`config.mk`:
```
export PLATFORM = sky130hd
export DESIGN_NAME = mem_port_arbiter
export DESIGN_NICKNAME = d
export VERILOG_FILES = /design/src/rtl/mem_port_arbiter.sv
export SDC_FILE = /design/constraint.sdc
export NUM_CORES = 1
export LEC_CHECK = 0
export CAP_MARGIN = 25
export CORE_MARGIN = 4
export CORE_UTILIZATION = 43
export DETAILED_ROUTE_END_ITERATION = 7
export HOLD_SLACK_MARGIN = 0.12
export PLACE_DENSITY = 0.87
export SKIP_LAST_GASP = 1
export SYNTH_ARGS = -nofsm -noshare
export SYNTH_HDL_FRONTEND = slang
export SYNTH_SLANG_ARGS = --single-unit
```
`constraint.sdc`:
```
create_clock -name i_clk -period 3.9 [get_ports i_clk]
set_input_delay 0.78 -clock i_clk [delete_from_list [all_inputs] [get_ports i_clk]]
set_output_delay 0.78 -clock i_clk [all_outputs]
set_load 0.02 [all_outputs]
```
`src/rtl/mem_port_arbiter.sv`:
```
// mem_port_arbiter: shares one single-port memory between instruction fetch and load/store.
// Latency: grant edge to ack is 2 cycles plus memory wait cycles; back-to-back period 3 cycles.
// Backpressure: requesters hold req until their one-cycle ack; memory stalls via i_mem_ready.
//
// Ports: i_inst_* / o_inst_* fetch side, i_data_* / o_data_* load/store side,
//        o_mem_* / i_mem_* external memory port, o_err timeout flag, o_busy not-IDLE.
// Optional: define MEM_TIMEOUT_EN to abort ACCESS after TIMEOUT_CYCLES cycles
//           (ack with o_err=1 and rdata 32'hDEADBEEF, or 0 for stores).
module mem_port_arbiter #(
  parameter int DATA_MAX       = 4,
  parameter int TIMEOUT_CYCLES = 64
) (
  input  logic        i_clk,
  input  logic        i_rstn,
  input  logic        i_inst_req,
  input  logic [31:0] i_inst_addr,
  output logic        o_inst_ack,
  output logic [31:0] o_inst_rdata,
  input  logic        i_data_req,
  input  logic        i_data_we,
  input  logic [31:0] i_data_addr,
  input  logic [31:0] i_data_wdata,
  input  logic [3:0]  i_data_be,
  output logic        o_data_ack,
  output logic [31:0] o_data_rdata,
  output logic        o_mem_req,
  output logic        o_mem_we,
  output logic [31:0] o_mem_addr,
  output logic [31:0] o_mem_wdata,
  output logic [3:0]  o_mem_be,
  input  logic [31:0] i_mem_rdata,
  input  logic        i_mem_ready,
  output logic        o_err,
  output logic        o_busy
);

  // Parameter sanity checks at elaboration time.
  if (DATA_MAX < 1 || DATA_MAX > 15) begin : g_bad_data_max
    $error("mem_port_arbiter: DATA_MAX must be 1..15");
  end
  if (TIMEOUT_CYCLES < 2 || TIMEOUT_CYCLES > 255) begin : g_bad_timeout
    $error("mem_port_arbiter: TIMEOUT_CYCLES must be 2..255");
  end

  localparam logic [3:0] DATA_MAX_L = 4'(DATA_MAX);

  typedef enum logic [1:0] {
    IDLE   = 2'd0,
    ACCESS = 2'd1,
    RESP   = 2'd2
  } state_t;

  state_t      state_q, state_d;
  logic        owner_q;      // 1 = data port owns the transaction, 0 = fetch
  logic        we_q;
  logic [31:0] addr_q;
  logic [31:0] wdata_q;
  logic [3:0]  be_q;
  logic [31:0] rdata_q;
  logic        err_q;
  logic [3:0]  starve_q;
  logic        grant_data, grant_inst;
  logic        timeout;

`ifdef MEM_TIMEOUT_EN
  localparam logic [7:0] TIMEOUT_LAST = 8'(TIMEOUT_CYCLES - 1);
  logic [7:0] wait_q;
`endif

  always_comb begin
    state_d    = state_q;
    grant_data = 1'b0;
    grant_inst = 1'b0;
    timeout    = 1'b0;
    case (state_q)
      IDLE: begin
        // Data wins unless the fetch has already been passed over DATA_MAX times.
        if (i_data_req && (!i_inst_req || (starve_q < DATA_MAX_L))) begin
          grant_data = 1'b1;
          state_d    = ACCESS;
        end else if (i_inst_req) begin
          grant_inst = 1'b1;
          state_d    = ACCESS;
        end
      end
      ACCESS: begin
        if (i_mem_ready) begin
          state_d = RESP;
        end
`ifdef MEM_TIMEOUT_EN
        else if (wait_q == TIMEOUT_LAST) begin
          timeout = 1'b1;
          state_d = RESP;
        end
`endif
      end
      RESP:    state_d = IDLE;
      default: state_d = IDLE;
    endcase
  end

  always_ff @(posedge i_clk or negedge i_rstn) begin
    if (!i_rstn) begin
      state_q  <= IDLE;
      owner_q  <= 1'b0;
      we_q     <= 1'b0;
      addr_q   <= '0;
      wdata_q  <= '0;
      be_q     <= '0;
      rdata_q  <= '0;
      err_q    <= 1'b0;
      starve_q <= '0;
    end else begin
      state_q <= state_d;
      if (grant_data) begin
        owner_q <= 1'b1;
        we_q    <= i_data_we;
        addr_q  <= i_data_addr;
        wdata_q <= i_data_wdata;
        be_q    <= i_data_we ? i_data_be : 4'hF;
        err_q   <= 1'b0;
        if (!i_inst_req) begin
          starve_q <= '0;
        end else if (starve_q < DATA_MAX_L) begin
          starve_q <= starve_q + 4'd1;
        end
      end else if (grant_inst) begin
        owner_q  <= 1'b0;
        we_q     <= 1'b0;
        addr_q   <= i_inst_addr;
        wdata_q  <= '0;
        be_q     <= 4'hF;
        err_q    <= 1'b0;
        starve_q <= '0;
      end
      if (state_q == ACCESS) begin
        if (i_mem_ready) begin
          rdata_q <= we_q ? 32'h0 : i_mem_rdata;
        end else if (timeout) begin
          rdata_q <= we_q ? 32'h0 : 32'hDEADBEEF;
          err_q   <= 1'b1;
        end
      end
    end
  end

`ifdef MEM_TIMEOUT_EN
  // Counts ACCESS cycles; cleared as the grant moves the FSM into ACCESS.
  always_ff @(posedge i_clk or negedge i_rstn) begin
    if (!i_rstn) begin
      wait_q <= '0;
    end else if (grant_data || grant_inst) begin
      wait_q <= '0;
    end else if (state_q == ACCESS) begin
      wait_q <= wait_q + 8'd1;
    end
  end
  assign o_err = (state_q == RESP) && err_q;
`else
  assign o_err = 1'b0;
`endif

  assign o_mem_req    = (state_q == ACCESS);
  assign o_mem_we     = we_q;
  assign o_mem_addr   = addr_q;
  assign o_mem_wdata  = wdata_q;
  assign o_mem_be     = be_q;
  assign o_inst_ack   = (state_q == RESP) && !owner_q;
  assign o_data_ack   = (state_q == RESP) && owner_q;
  assign o_inst_rdata = o_inst_ack ? rdata_q : 32'h0;
  assign o_data_rdata = o_data_ack ? rdata_q : 32'h0;
  assign o_busy       = (state_q != IDLE);

endmodule

```
==> impl_metrics.env <==
export IMPL_wl_met2_microns=7930
export IMPL_report_final_slew_viol_count=0
export IMPL_path_clk_slew_ns=0.07
export IMPL_status="finished, final reports clean"
export IMPL_grt_max_degree=66
export IMPL_r2r_start="state_q[0]$_DFFE_PN0P_"
export IMPL_crit_path_end="o_data_rdata[29]"
export IMPL_finalCritPeriodShare_pct=84.7
export IMPL_cp_max_fo=33
export IMPL_htreeDepth=3
export IMPL_yosys_most_used_dff="dfrtp_1"
export IMPL_design_core_area_sq_um=11600
export IMPL_cts_root_buffer="clkbuf_16"
export IMPL_via_per_inst=5.30
export IMPL_dp_slack_ns=0.935
export IMPL_tns_ns=0
export IMPL_layout_drive_gt1_share_pct=9.08
export IMPL_io_buffers=274
export IMPL_grt_pass1_wl_microns=25500
export IMPL_slew_headroom_pct=41.2
export IMPL_finalHoldViolCount=0
export IMPL_dr_pass1_iters=4
export IMPL_max_cap_violations=0
export IMPL_areaGrowthSynthToFinish_pct=59.5
export IMPL_finalSetupViolations=0
export IMPL_clock_latency_ns=0.34
export IMPL_drt_wl_total_microns=15900
export IMPL_max_freq_ghz=0.303
export IMPL_syn_inst=471
export IMPL_required_ns=3.12
export IMPL_r2r_cells=4
export IMPL_synth_top_cell_area_share_pct=52.2
export IMPL_antenna_found_initial=0
export IMPL_setup_slack_ns=0.598
export IMPL_ant_nets=0
export IMPL_numClockSinks=108
export IMPL_drc=0
export IMPL_ctsHoldBuffers=0
export IMPL_die_w_microns=118
export IMPL_async_flop_share_pct=100
export IMPL_multi_input_area_sq_um=2200
export IMPL_io_pin_count=276
export IMPL_finalCriticalPeriod_ns=3.30
export IMPL_r2r_setup_slack_ns=1.77
export IMPL_post_cts_buffers=0
export IMPL_syn_area_per_cell_sq_um=11.0
export IMPL_tightest_slew_ns=0.882
export IMPL_wire_per_inst_microns=18.3
export IMPL_synth_top_cell_by_area="dfrtp_1"
export IMPL_wl_met1_microns=6380
export IMPL_grt_pass1_vias=4812
export IMPL_powerDensity_nw_per_um2=708
export IMPL_ir_drop_uv=439
export IMPL_top_layer_used="met4"
export IMPL_hp_class="input pin to async pin"
export IMPL_syn_nets=610
export IMPL_final_fill_count=841
export IMPL_end_kind="primary output"
export IMPL_ys_ff_latch=108
export IMPL_overflow=0
export IMPL_initialDrtViolationCount=234
export IMPL_cts_buffer_depth=2
export IMPL_numCtsBuffers=9
export IMPL_synth_edf_count=0
export IMPL_die_area_sq_um=13900
export IMPL_finClkSkew_ns=0.00693
export IMPL_met3_length_microns=1360
export IMPL_yosysSeqAreaShare_pct=52.2
export IMPL_dp_hpwl_microns=12100
export IMPL_grt_total_usage_pct=22.7
export IMPL_post_cts_resized=0
export IMPL_vias=4610
export IMPL_start_util_pct=44.6
export IMPL_crit_path_start="state_q[0]$_DFFE_PN0P_"
export IMPL_nets=861
export IMPL_rsz0062_at_grt="false"
export IMPL_synth_cell_area_sq_um=5180
export IMPL_leakagePower_nw=3.52
export IMPL_register_area_sq_um=2700
export IMPL_r2r_end="o_mem_addr[13]$_DFFE_PN0P_"
export IMPL_diodes=0
export IMPL_critPathArrivalTime_ns=2.52
export IMPL_critPathKind="flop to primary output"
export IMPL_tritoncts="done"
export IMPL_num_rows=39
export IMPL_start_kind="flop"
export IMPL_synthDistinctLibCells=38
export IMPL_synth_area_top_cells="dfrtp_1, and2_1, a311o_1"
export IMPL_die_y_microns=118
export IMPL_gp_congestion=0.832
export IMPL_yosys_warnings=0
[kinds of logic after synthesis]
family                     count (synthesis)  synth area share, %
other                                      1               0.0724
buffers and inverters                     45                 5.39
AOI/OAI and AO/OA                        141                 21.3
DFF                                      108                 52.2
xor gates and xnor gates                   1                0.169
and+or+nand+nor                          174                 20.7
adders and majority gates                  1                0.241
[routing by layer]
metal  track usage [%]  vias to the layer above
met1              26.5                     2217
met4              6.81                        0
met5                 0                        -
met3              7.64                       18
met2              39.7                      198
li1                  -                     2177
[per-stage QoR]
| step | cell area, sq um | std cells | util, % | total power, W | hold WS (ns) |
|---|---|---|---|---|---|
| floorplan | 5180 | 471 | - | 0.00363 | 0.455 |
| global placement | 7880 | 852 | 67.9 | 0.00476 | 0.475 |
| detailed placement | 7930 | 854 | 68.2 | 0.00488 | 0.484 |
| CTS | 8260 | 870 | 71.1 | 0.00589 | 0.466 |
| global route | 8260 | 870 | 71.1 | 0.00621 | 0.485 |
| finish | 8260 | 870 | 71.1 | 0.00585 | 0.442 |
[worst max-delay path, stage by stage, from the launching register on]
cell             delay, ns
dfrtp_1               0.49
and3b_1               0.84
and2_1                0.24
clkdlybuf4s50_1       0.61
[worst min path at each step]
stage	from	endpoint
after floorplan	rdata_q[0]$_DFFE_PN0P_	rdata_q[0]$_DFFE_PN0P_
after global placement	rdata_q[5]$_DFFE_PN0P_	rdata_q[5]$_DFFE_PN0P_
after detailed placement	starve_q[0]$_DFFE_PN0P_	starve_q[0]$_DFFE_PN0P_
after CTS	i_rstn	rdata_q[15]$_DFFE_PN0P_
after global routing	i_rstn	rdata_q[8]$_DFFE_PN0P_
final	i_rstn	rdata_q[15]$_DFFE_PN0P_
[cell usage in the layout (no fill, tap or decap), drive strengths merged]
cell type / n
nand3: 2
o21a: 32
conb: 1
dfrtp: 108
xnor2: 1
and3b: 1
o22a: 4
clkinv: 2
and3: 33
clkbuf: 12
buf: 9
nor2: 3
and2: 65
a32o: 1
a311o: 32
a21o: 1
ha: 1
bufinv: 2
nand3b: 1
inv: 3
nor3b: 2
a22o: 32
clkdlybuf4s50: 273
nand2b: 33
o2bb2ai: 1
nand2: 34
o21ai: 38
[flip-flops by register name, summed over array words and instances, names as in the netlist]
name         cells
o_mem_wdata     32
owner_q          1
o_mem_be         4
o_mem_we         1
state_q          2
rdata_q         32
o_mem_addr      32
starve_q         4
[power breakdown]
part           internal [W]  leakage, nW  switching [W]
Sequential          0.00165         1.34       0.000376
Clock              0.000613        0.169       0.000392
Combinational       0.00142         2.02        0.00140
Total               0.00368         3.52        0.00217
[cells in the mapped netlist (all sizes together) (3+ instances only)]
master and number:
dfrtp 108, and2 65, o21ai 38, nand2 34, and3 33, nand2b 33, a22o 32, a311o 32
o21a 32, clkbuf 26, buf 15, o22a 4, inv 3, nor2 3
[final cells by class]
| class | instances | share of cell area, % |
|---|---|---|
| Inverter | 3 | 0.136 |
| Clock inverter | 4 | 0.848 |
| Tap cell | 143 | 2.17 |
| Clock buffer | 12 | 3.23 |
| Multi-Input combinational cell | 318 | 26.7 |
| Timing Repair Buffer | 282 | 34.2 |
| Sequential cell | 108 | 32.7 |
No activity file was read; power rests on OpenSTA's default activity.
